--- src/rtl/core_pkg.sv ---
`default_nettype none
// ============================================================================
// Module  : core_pkg
// Brief   : State encoding, instruction field codes and HALT word for the core
// Rev     : 1.0
// ============================================================================
package core_pkg;

  typedef enum logic [2:0] {
    IDLE  = 3'd0,
    FETCH = 3'd1,
    EXEC  = 3'd2,
    MEM   = 3'd3,
    DONE  = 3'd4
  } state_t;

  localparam logic [1:0] c_TYPE_R = 2'b00;
  localparam logic [1:0] c_TYPE_M = 2'b01;
  localparam logic [1:0] c_TYPE_B = 2'b10;
  localparam logic [1:0] c_TYPE_S = 2'b11;

  localparam logic [2:0] c_R_AND  = 3'd0;
  localparam logic [2:0] c_R_OR   = 3'd1;
  localparam logic [2:0] c_R_XOR  = 3'd2;
  localparam logic [2:0] c_R_ADD  = 3'd3;
  localparam logic [2:0] c_R_SUB  = 3'd4;
  localparam logic [2:0] c_R_SLT  = 3'd5;
  localparam logic [2:0] c_R_SLTE = 3'd6;
  localparam logic [2:0] c_R_SEQ  = 3'd7;

  localparam logic [2:0] c_M_LL   = 3'd0;
  localparam logic [2:0] c_M_LIL  = 3'd1;
  localparam logic [2:0] c_M_LIU  = 3'd2;
  localparam logic [2:0] c_M_SB   = 3'd3;
  localparam logic [2:0] c_M_LB   = 3'd4;

  localparam logic [1:0] c_B_BEQ  = 2'd0;
  localparam logic [1:0] c_B_BLT  = 2'd1;
  localparam logic [1:0] c_B_BLTE = 2'd2;
  localparam logic [1:0] c_B_BUN  = 2'd3;

  localparam logic [1:0] c_S_LSL  = 2'd0;
  localparam logic [1:0] c_S_LSR  = 2'd1;
  localparam logic [1:0] c_S_BF   = 2'd2;
  localparam logic [1:0] c_S_BB   = 2'd3;

  // ALU select: R ops use {0,ooo}, shifts use {100,dir}
  localparam logic [3:0] c_ALU_LSL = 4'b1000;
  localparam logic [3:0] c_ALU_LSR = 4'b1001;

  localparam logic [8:0] HALT_INSTR = 9'h1FF;

endpackage
`default_nettype wire

--- src/rtl/core_alu.sv ---
`default_nettype none
// ============================================================================
// Module  : core_alu
// Brief   : Combinational ALU for R-type ops and shifts; eq/lt on raw operands
// Rev     : 1.0
// ============================================================================
module core_alu
  import core_pkg::*;
#(
  parameter int DW = 8
) (
  input  logic [3:0]    i_op,
  input  logic [DW-1:0] i_a,
  input  logic [DW-1:0] i_b,
  output logic [DW-1:0] o_res,
  output logic          o_eq,
  output logic          o_lt
);

  logic          w_eq;
  logic          w_lt;
  logic [DW-1:0] w_sh;

  assign w_eq = (i_a == i_b);
  assign w_lt = (i_a < i_b);
  assign w_sh = DW'(32'(i_b) % DW);
  assign o_eq = w_eq;
  assign o_lt = w_lt;

  always_comb begin
    o_res = '0;
    case (i_op)
      {1'b0, c_R_AND}:  o_res = i_a & i_b;
      {1'b0, c_R_OR}:   o_res = i_a | i_b;
      {1'b0, c_R_XOR}:  o_res = i_a ^ i_b;
      {1'b0, c_R_ADD}:  o_res = i_a + i_b;
      {1'b0, c_R_SUB}:  o_res = i_a - i_b;
      {1'b0, c_R_SLT}:  o_res = DW'(w_lt);
      {1'b0, c_R_SLTE}: o_res = DW'(w_lt | w_eq);
      {1'b0, c_R_SEQ}:  o_res = DW'(w_eq);
      c_ALU_LSL:        o_res = i_a << w_sh;
      c_ALU_LSR:        o_res = i_a >> w_sh;
      default:          o_res = '0;
    endcase
  end

endmodule
`default_nettype wire

--- src/rtl/multicycle_core.sv ---
`default_nettype none
// ============================================================================
// Module  : multicycle_core
// Brief   : FSM-sequenced 9-bit-ISA core with req/ack memories and LUT port
// Rev     : 1.0
// ============================================================================
module multicycle_core
  import core_pkg::*;
#(
  parameter int DW       = 8,
  parameter int PCW      = 10,
  parameter int LUT_W    = 10,
  parameter int CW       = 16,
  parameter int START_PC = 0
) (
  input  logic             clk,
  input  logic             reset,
  input  logic             start,
  output logic             done,
  output logic             busy,
  output logic             imem_req,
  output logic [PCW-1:0]   imem_addr,
  input  logic             imem_ack,
  input  logic [8:0]       imem_data,
  output logic             dmem_req,
  output logic             dmem_we,
  output logic [DW-1:0]    dmem_addr,
  output logic [DW-1:0]    dmem_wdata,
  input  logic             dmem_ack,
  input  logic [DW-1:0]    dmem_rdata,
  output logic [4:0]       lut_idx,
  input  logic [LUT_W-1:0] lut_val,
  output logic [CW-1:0]    cycle_count
);

  localparam logic [PCW-1:0] c_START = PCW'(START_PC);

  state_t         r_state;
  logic [PCW-1:0] r_pc;
  logic [DW-1:0]  r_regs [4];
  logic           r_eq, r_lt;
  logic [8:0]     r_ir;
  logic [CW-1:0]  r_cnt;
  logic           r_done, r_busy, r_imem_req, r_dmem_req, r_dmem_we;
  logic [DW-1:0]  r_dmem_addr, r_dmem_wdata;
  logic [4:0]     r_lut_idx;

  logic [1:0]     w_type, w_op2, w_dd, w_ss;
  logic [2:0]     w_op3;
  logic [3:0]     w_imm4, w_alu_op;
  logic [DW-1:0]  w_rd, w_rs, w_alu_res, w_lut_dw;
  logic           w_alu_eq, w_alu_lt, w_taken, w_is_mem;
  logic [PCW-1:0] w_lut_pc, w_pc_inc, w_pc_next;
  logic [4:0]     w_fetch_idx;

  assign w_type   = r_ir[8:7];
  assign w_op3    = r_ir[6:4];
  assign w_op2    = r_ir[6:5];
  assign w_dd     = r_ir[3:2];
  assign w_ss     = r_ir[1:0];
  assign w_imm4   = r_ir[3:0];
  assign w_rd     = r_regs[w_dd];
  assign w_rs     = r_regs[w_ss];
  assign w_alu_op = (w_type == c_TYPE_S) ? {3'b100, r_ir[5]} : {1'b0, w_op3};
  assign w_lut_dw = DW'(lut_val);
  assign w_lut_pc = PCW'(lut_val);
  assign w_pc_inc = r_pc + PCW'(1);
  assign w_is_mem = (w_type == c_TYPE_M) && ((w_op3 == c_M_SB) || (w_op3 == c_M_LB));

  core_alu #(.DW(DW)) u_alu (
    .i_op  (w_alu_op),
    .i_a   (w_rd),
    .i_b   (w_rs),
    .o_res (w_alu_res),
    .o_eq  (w_alu_eq),
    .o_lt  (w_alu_lt)
  );

  always_comb begin
    w_taken = 1'b0;
    case (w_op2)
      c_B_BEQ:  w_taken = r_eq;
      c_B_BLT:  w_taken = r_lt;
      c_B_BLTE: w_taken = r_lt | r_eq;
      default:  w_taken = 1'b1;
    endcase
  end

  always_comb begin
    w_pc_next = w_pc_inc;
    if (w_type == c_TYPE_B && w_taken)
      w_pc_next = w_lut_pc;
    else if (w_type == c_TYPE_S && w_op2 == c_S_BF)
      w_pc_next = r_pc + w_lut_pc;
    else if (w_type == c_TYPE_S && w_op2 == c_S_BB)
      w_pc_next = r_pc - w_lut_pc;
  end

  // Lookup index is captured with the instruction so lut_val is settled in EXEC
  always_comb begin
    w_fetch_idx = imem_data[4:0];
    case (imem_data[8:7])
      c_TYPE_R: w_fetch_idx = 5'd0;
      c_TYPE_M: w_fetch_idx = {1'b0, imem_data[3:0]};
      default:  w_fetch_idx = imem_data[4:0];
    endcase
  end

  always_ff @(posedge clk) begin
    if (!reset) begin
      r_state      <= IDLE;
      r_pc         <= c_START;
      for (int i = 0; i < 4; i++) r_regs[i] <= '0;
      r_eq         <= 1'b0;
      r_lt         <= 1'b0;
      r_ir         <= '0;
      r_cnt        <= '0;
      r_done       <= 1'b0;
      r_busy       <= 1'b0;
      r_imem_req   <= 1'b0;
      r_dmem_req   <= 1'b0;
      r_dmem_we    <= 1'b0;
      r_dmem_addr  <= '0;
      r_dmem_wdata <= '0;
      r_lut_idx    <= '0;
    end else begin
      if (r_busy && (r_cnt != {CW{1'b1}})) r_cnt <= r_cnt + CW'(1);
      case (r_state)
        IDLE: if (start) begin
          r_pc       <= c_START;
          r_cnt      <= '0;
          r_busy     <= 1'b1;
          r_imem_req <= 1'b1;
          r_state    <= FETCH;
        end
        FETCH: if (imem_ack) begin
          r_ir       <= imem_data;
          r_lut_idx  <= w_fetch_idx;
          r_imem_req <= 1'b0;
          r_state    <= EXEC;
        end
        EXEC: begin
          if (r_ir == HALT_INSTR) begin
            r_busy  <= 1'b0;
            r_done  <= 1'b1;
            r_state <= DONE;
          end else if (w_is_mem) begin
            r_dmem_req   <= 1'b1;
            r_dmem_we    <= (w_op3 == c_M_SB);
            r_dmem_addr  <= (w_op3 == c_M_SB) ? w_rd : w_rs;
            r_dmem_wdata <= w_rs;
            r_state      <= MEM;
          end else begin
            r_pc       <= w_pc_next;
            r_imem_req <= 1'b1;
            r_state    <= FETCH;
            case (w_type)
              c_TYPE_R: begin
                r_regs[w_dd] <= w_alu_res;
                r_eq         <= w_alu_eq;
                r_lt         <= w_alu_lt;
              end
              c_TYPE_M: begin
                case (w_op3)
                  c_M_LL:  r_regs[0]      <= w_lut_dw;
                  c_M_LIL: r_regs[0][3:0] <= w_imm4;
                  c_M_LIU: r_regs[0][7:4] <= w_imm4;
                  default: ;
                endcase
              end
              c_TYPE_S: if (!r_ir[6]) r_regs[w_dd] <= w_alu_res;
              default: ;
            endcase
          end
        end
        MEM: if (dmem_ack) begin
          if (!r_dmem_we) r_regs[w_dd] <= dmem_rdata;
          r_dmem_req <= 1'b0;
          r_dmem_we  <= 1'b0;
          r_pc       <= w_pc_inc;
          r_imem_req <= 1'b1;
          r_state    <= FETCH;
        end
        DONE: if (!start) begin
          r_done  <= 1'b0;
          r_state <= IDLE;
        end
        default: r_state <= IDLE;
      endcase
    end
  end

  assign done        = r_done;
  assign busy        = r_busy;
  assign imem_req    = r_imem_req;
  assign imem_addr   = r_pc;
  assign dmem_req    = r_dmem_req;
  assign dmem_we     = r_dmem_we;
  assign dmem_addr   = r_dmem_addr;
  assign dmem_wdata  = r_dmem_wdata;
  assign lut_idx     = r_lut_idx;
  assign cycle_count = r_cnt;

endmodule
`default_nettype wire

--- config.mk ---
export PLATFORM = sky130hd
export DESIGN_NAME = multicycle_core
export DESIGN_NICKNAME = d
export VERILOG_FILES = /design/src/rtl/core_pkg.sv /design/src/rtl/core_alu.sv /design/src/rtl/multicycle_core.sv
export SDC_FILE = /design/constraint.sdc
export NUM_CORES = 1
export LEC_CHECK = 0
export ABC_AREA = 1
export CAP_MARGIN = 20
export CORE_MARGIN = 2
export CORE_UTILIZATION = 50
export CTS_BUF_LIST = sky130_fd_sc_hd__clkbuf_8
export CTS_CLUSTER_DIAMETER = 120
export DETAILED_ROUTE_END_ITERATION = 16
export HOLD_SLACK_MARGIN = 0.05
export PLACE_DENSITY = 0.72
export SETUP_SLACK_MARGIN = 0.3
export SYNTH_ARGS = -nofsm -noshare
export SYNTH_HDL_FRONTEND = slang
export SYNTH_SLANG_ARGS = --single-unit
--- constraint.sdc ---
create_clock -name clk -period 5.3 [get_ports clk]
set_input_delay 1.325 -clock clk [delete_from_list [all_inputs] [get_ports clk]]
set_output_delay 1.325 -clock clk [all_outputs]
set_load 0.05 [all_outputs]
==> results.cfg <==
[route]
drt_iter0_drc = 824
drc = 0
drtAntennaViolNets = 0
drt-total-wl_um = 24100
num_vias = 8390
first_pass_iters = 5
viasPerCell = 5.48
wl_per_cell_um = 15.8

[cts]
tritoncts = built
clk-insertion-delay-late_ns = 0.38
tritoncts.num_buffers = 9
cts_buffer_depth = 2
clock-root-buffer = clkbuf_8
cts_resized = 0
cts_num_sinks = 102
clk_pin_slew_ns = 0.10
cts_hold_buf = 0
postCtsSetupBuffers = 0
htree_num_levels = 3

[timing]
tns_ns = 0
slew_violations = 0
maxSlewHeadroom_pct = 49.7
fmax_mhz = 239
fin_hold_ws_ns = 0.478
setup_violations = 0
rsz0062_at_grt = false
hold_viol_final = 0
fin_crit_ns = 4.19
fin_skew_ns = 0.0118
post-route-period-util_pct = 79.0
worst_pin_slew_ns = 0.754

[synthesis]
synth.avg_cell_area_um2 = 6.46
synth-async-reset-ratio_pct = 0
synth_top_area_share_pct = 17.3
ys_warn_count = 0
syn-instance-count = 1254
yosys.cell_types.count = 48
synth_area_leaders = dfxtp_1 17%, nand2_1 16%, edfxtp_1 12%, nand3_1 7.4%, ha_1 7.1%
synth_edf_count = 32
synth_seq_cells = 102
synth_area_leader_cell = dfxtp_1
synth_flop_cell = dfxtp_1
netlist_area_um2 = 8100
syn_nets = 1336
seq_area_frac_synth_pct = 29.2

[floorplanning]
initial_utilization_pct = 51.1
design.core.area_um2 = 15800
die_w_um = 131
rows = 46
die_h_um = 131
io_pins = 84
die_area_um2 = 17200

[worst_setup_path]
crit_top_cell = nand2_1
worstPathArrival_ns = 4.31
critical_path_class = flop to flop
rrSetupSlack_ns = 1.11
worstRegToRegCells = 17
critPathCaptureType = flop
cpPeakStageDelay_ns = 0.82
cp_cell_sequence = inv_2 -> nand2_1 -> nand3_1 -> nand2_1 -> inv_1 -> fa_1 -> nand2_1 -> a21oi_1 -> or2_2 -> nor2_1 -> nor2_1 -> nor2_1 -> nand2_1 -> inv_1 -> nand2_1 -> nand2_1 -> a21oi_1
startpoint_type = flop
crit_path_top_delay_cell = dfxtp_1
reg2reg_to = r_regs[0][4]
crit_path_max_fanout = 24
critPathRequiredTime_ns = 5.42

[global_routing]
grt_pass1_vias = 7338
grt_pass1_wl_um = 37900
overflow = 0
grt_antenna_before_repair = 0
grt_max_degree = 45
grt.total_usage_pct = 27.1

[power]
power_density_nw_per_um2 = 271
ir_drop_uv = 181
power_mw = 2.49
leakage_nw = 4.20

[final_layout]
fin_nets = 1391
final_common_cell = nand2_1
syn_to_final_growth_pct = 13.8
fin_util_pct = 58.2
most-common-layout-cells = 337 x nand2_1, 141 x inv_1, 119 x nand3_1
n_antenna_cell = 0
drive_gt1_share_pct = 4.79

[placed_design]
port_buffers = 83
place_hpwl_um = 18400
place.gp.congestion = 0.950

[job]
cap_violations = 0

[min_path]
min_path_cells = 2
hp-class = flop to flop
holdCritStartpoint = lut_idx[0]
whs_endpoint = lut_idx[0]

[status]
status = finished clean
through the flow:
step / std cells / cell area [um2] / worst slack, ns
2_1_floorplan: 1254 / 8100 / 2.30
3_3_place_gp: 1514 / 9010 / 1.26
3_5_place_dp: 1514 / 9010 / 1.21
4_1_cts: 1530 / 9210 / 1.20
5_1_grt: 1530 / 9210 / 0.731
6_report: 1530 / 9210 / 1.11
state kept, by name, indices dropped and copies added (netlist names), named ones only:
register,flops
r_regs,32
cycle_count,16
imem_addr,10
r_ir,9
dmem_addr,8
dmem_wdata,8
lut_idx,5
r_state,3
busy,1
dmem_req,1
dmem_we,1
done,1
imem_req,1
r_eq,1
r_lt,1
critical path: cells and delay by family, from the launching register on:
kind                     cells  cell delay, ns
buffers and inverters        3            0.73
AO/OA/AOI/OAI                2            0.15
AND/OR/NAND/NOR             11            1.66
flip-flops                   1            0.82
adder cells (fa/ha/maj)      1            0.57
how the worst max path moves through the flow:
stage | startpoint | to | cells past startpoint
after floorplan | reset | r_regs[3][0] | 9
after global placement | flop | r_regs[1][4] | 17
after detailed placement | flop | r_regs[0][4] | 17
after CTS | flop | r_regs[0][4] | 17
after global routing | flop | r_regs[0][4] | 17
final | flop | r_regs[0][4] | 17
layout make-up:
cell class                      instances  area [um2]
Tap cell                              216         270
Clock buffer                            9         124
Clock inverter                          7        78.8
Fill cell                            1551        6620
Inverter                              161         604
Sequential cell                       102        2360
Multi-Input combinational cell        949        4920
Timing Repair Buffer                   86         853
report_power, final:
group	internal (mW)	total, mW	switching [mW]
registers	0.863	0.952	0.0884
clock network	0.225	0.518	0.293
logic	0.330	1.02	0.693
Yosys cell counts (3+ instances only):
library cell,instances
o21ai_0,71
nand3_1,119
o21bai_1,3
nor4_1,4
a31oi_1,3
o21ai_1,7
nand2_2,5
clkbuf_1,17
inv_1,141
a21o_1,3
buf_2,15
o211ai_1,15
a21oi_1,112
inv_2,19
nand2_1,337
xor2_1,17
fa_1,4
nor2_1,107
nor3_1,25
or2_2,4
nand3_2,4
ha_1,46
a211oi_1,7
edfxtp_1,32
nor2_2,4
o22ai_1,4
xnor2_1,6
nand4_1,23
dfxtp_1,70
buf_4,7
kinds of logic (layout without fill, tap and decap cells):
kind of cell | Yosys count | count (layout) | share of synthesized area, %
adders and majority gates | 50 | 50 | 8.10
muxes | 1 | 1 | 0.139
and+or+nand+nor | 638 | 638 | 33.7
AOI/OAI and AO/OA | 237 | 237 | 16.3
buffers and inverters | 203 | 263 | 10.1
DFF | 102 | 102 | 29.2
xor gates and xnor gates | 23 | 23 | 2.49
metal layers:
layer	track usage, %	up-vias	routed length, um
met2	42.5	341	10600
met1	38.3	3751	11000
met5	0	-	0
li1	-	4247	-
met4	10.7	0	867
met3	3.13	51	1670
Power figures use the tool's default switching activity.
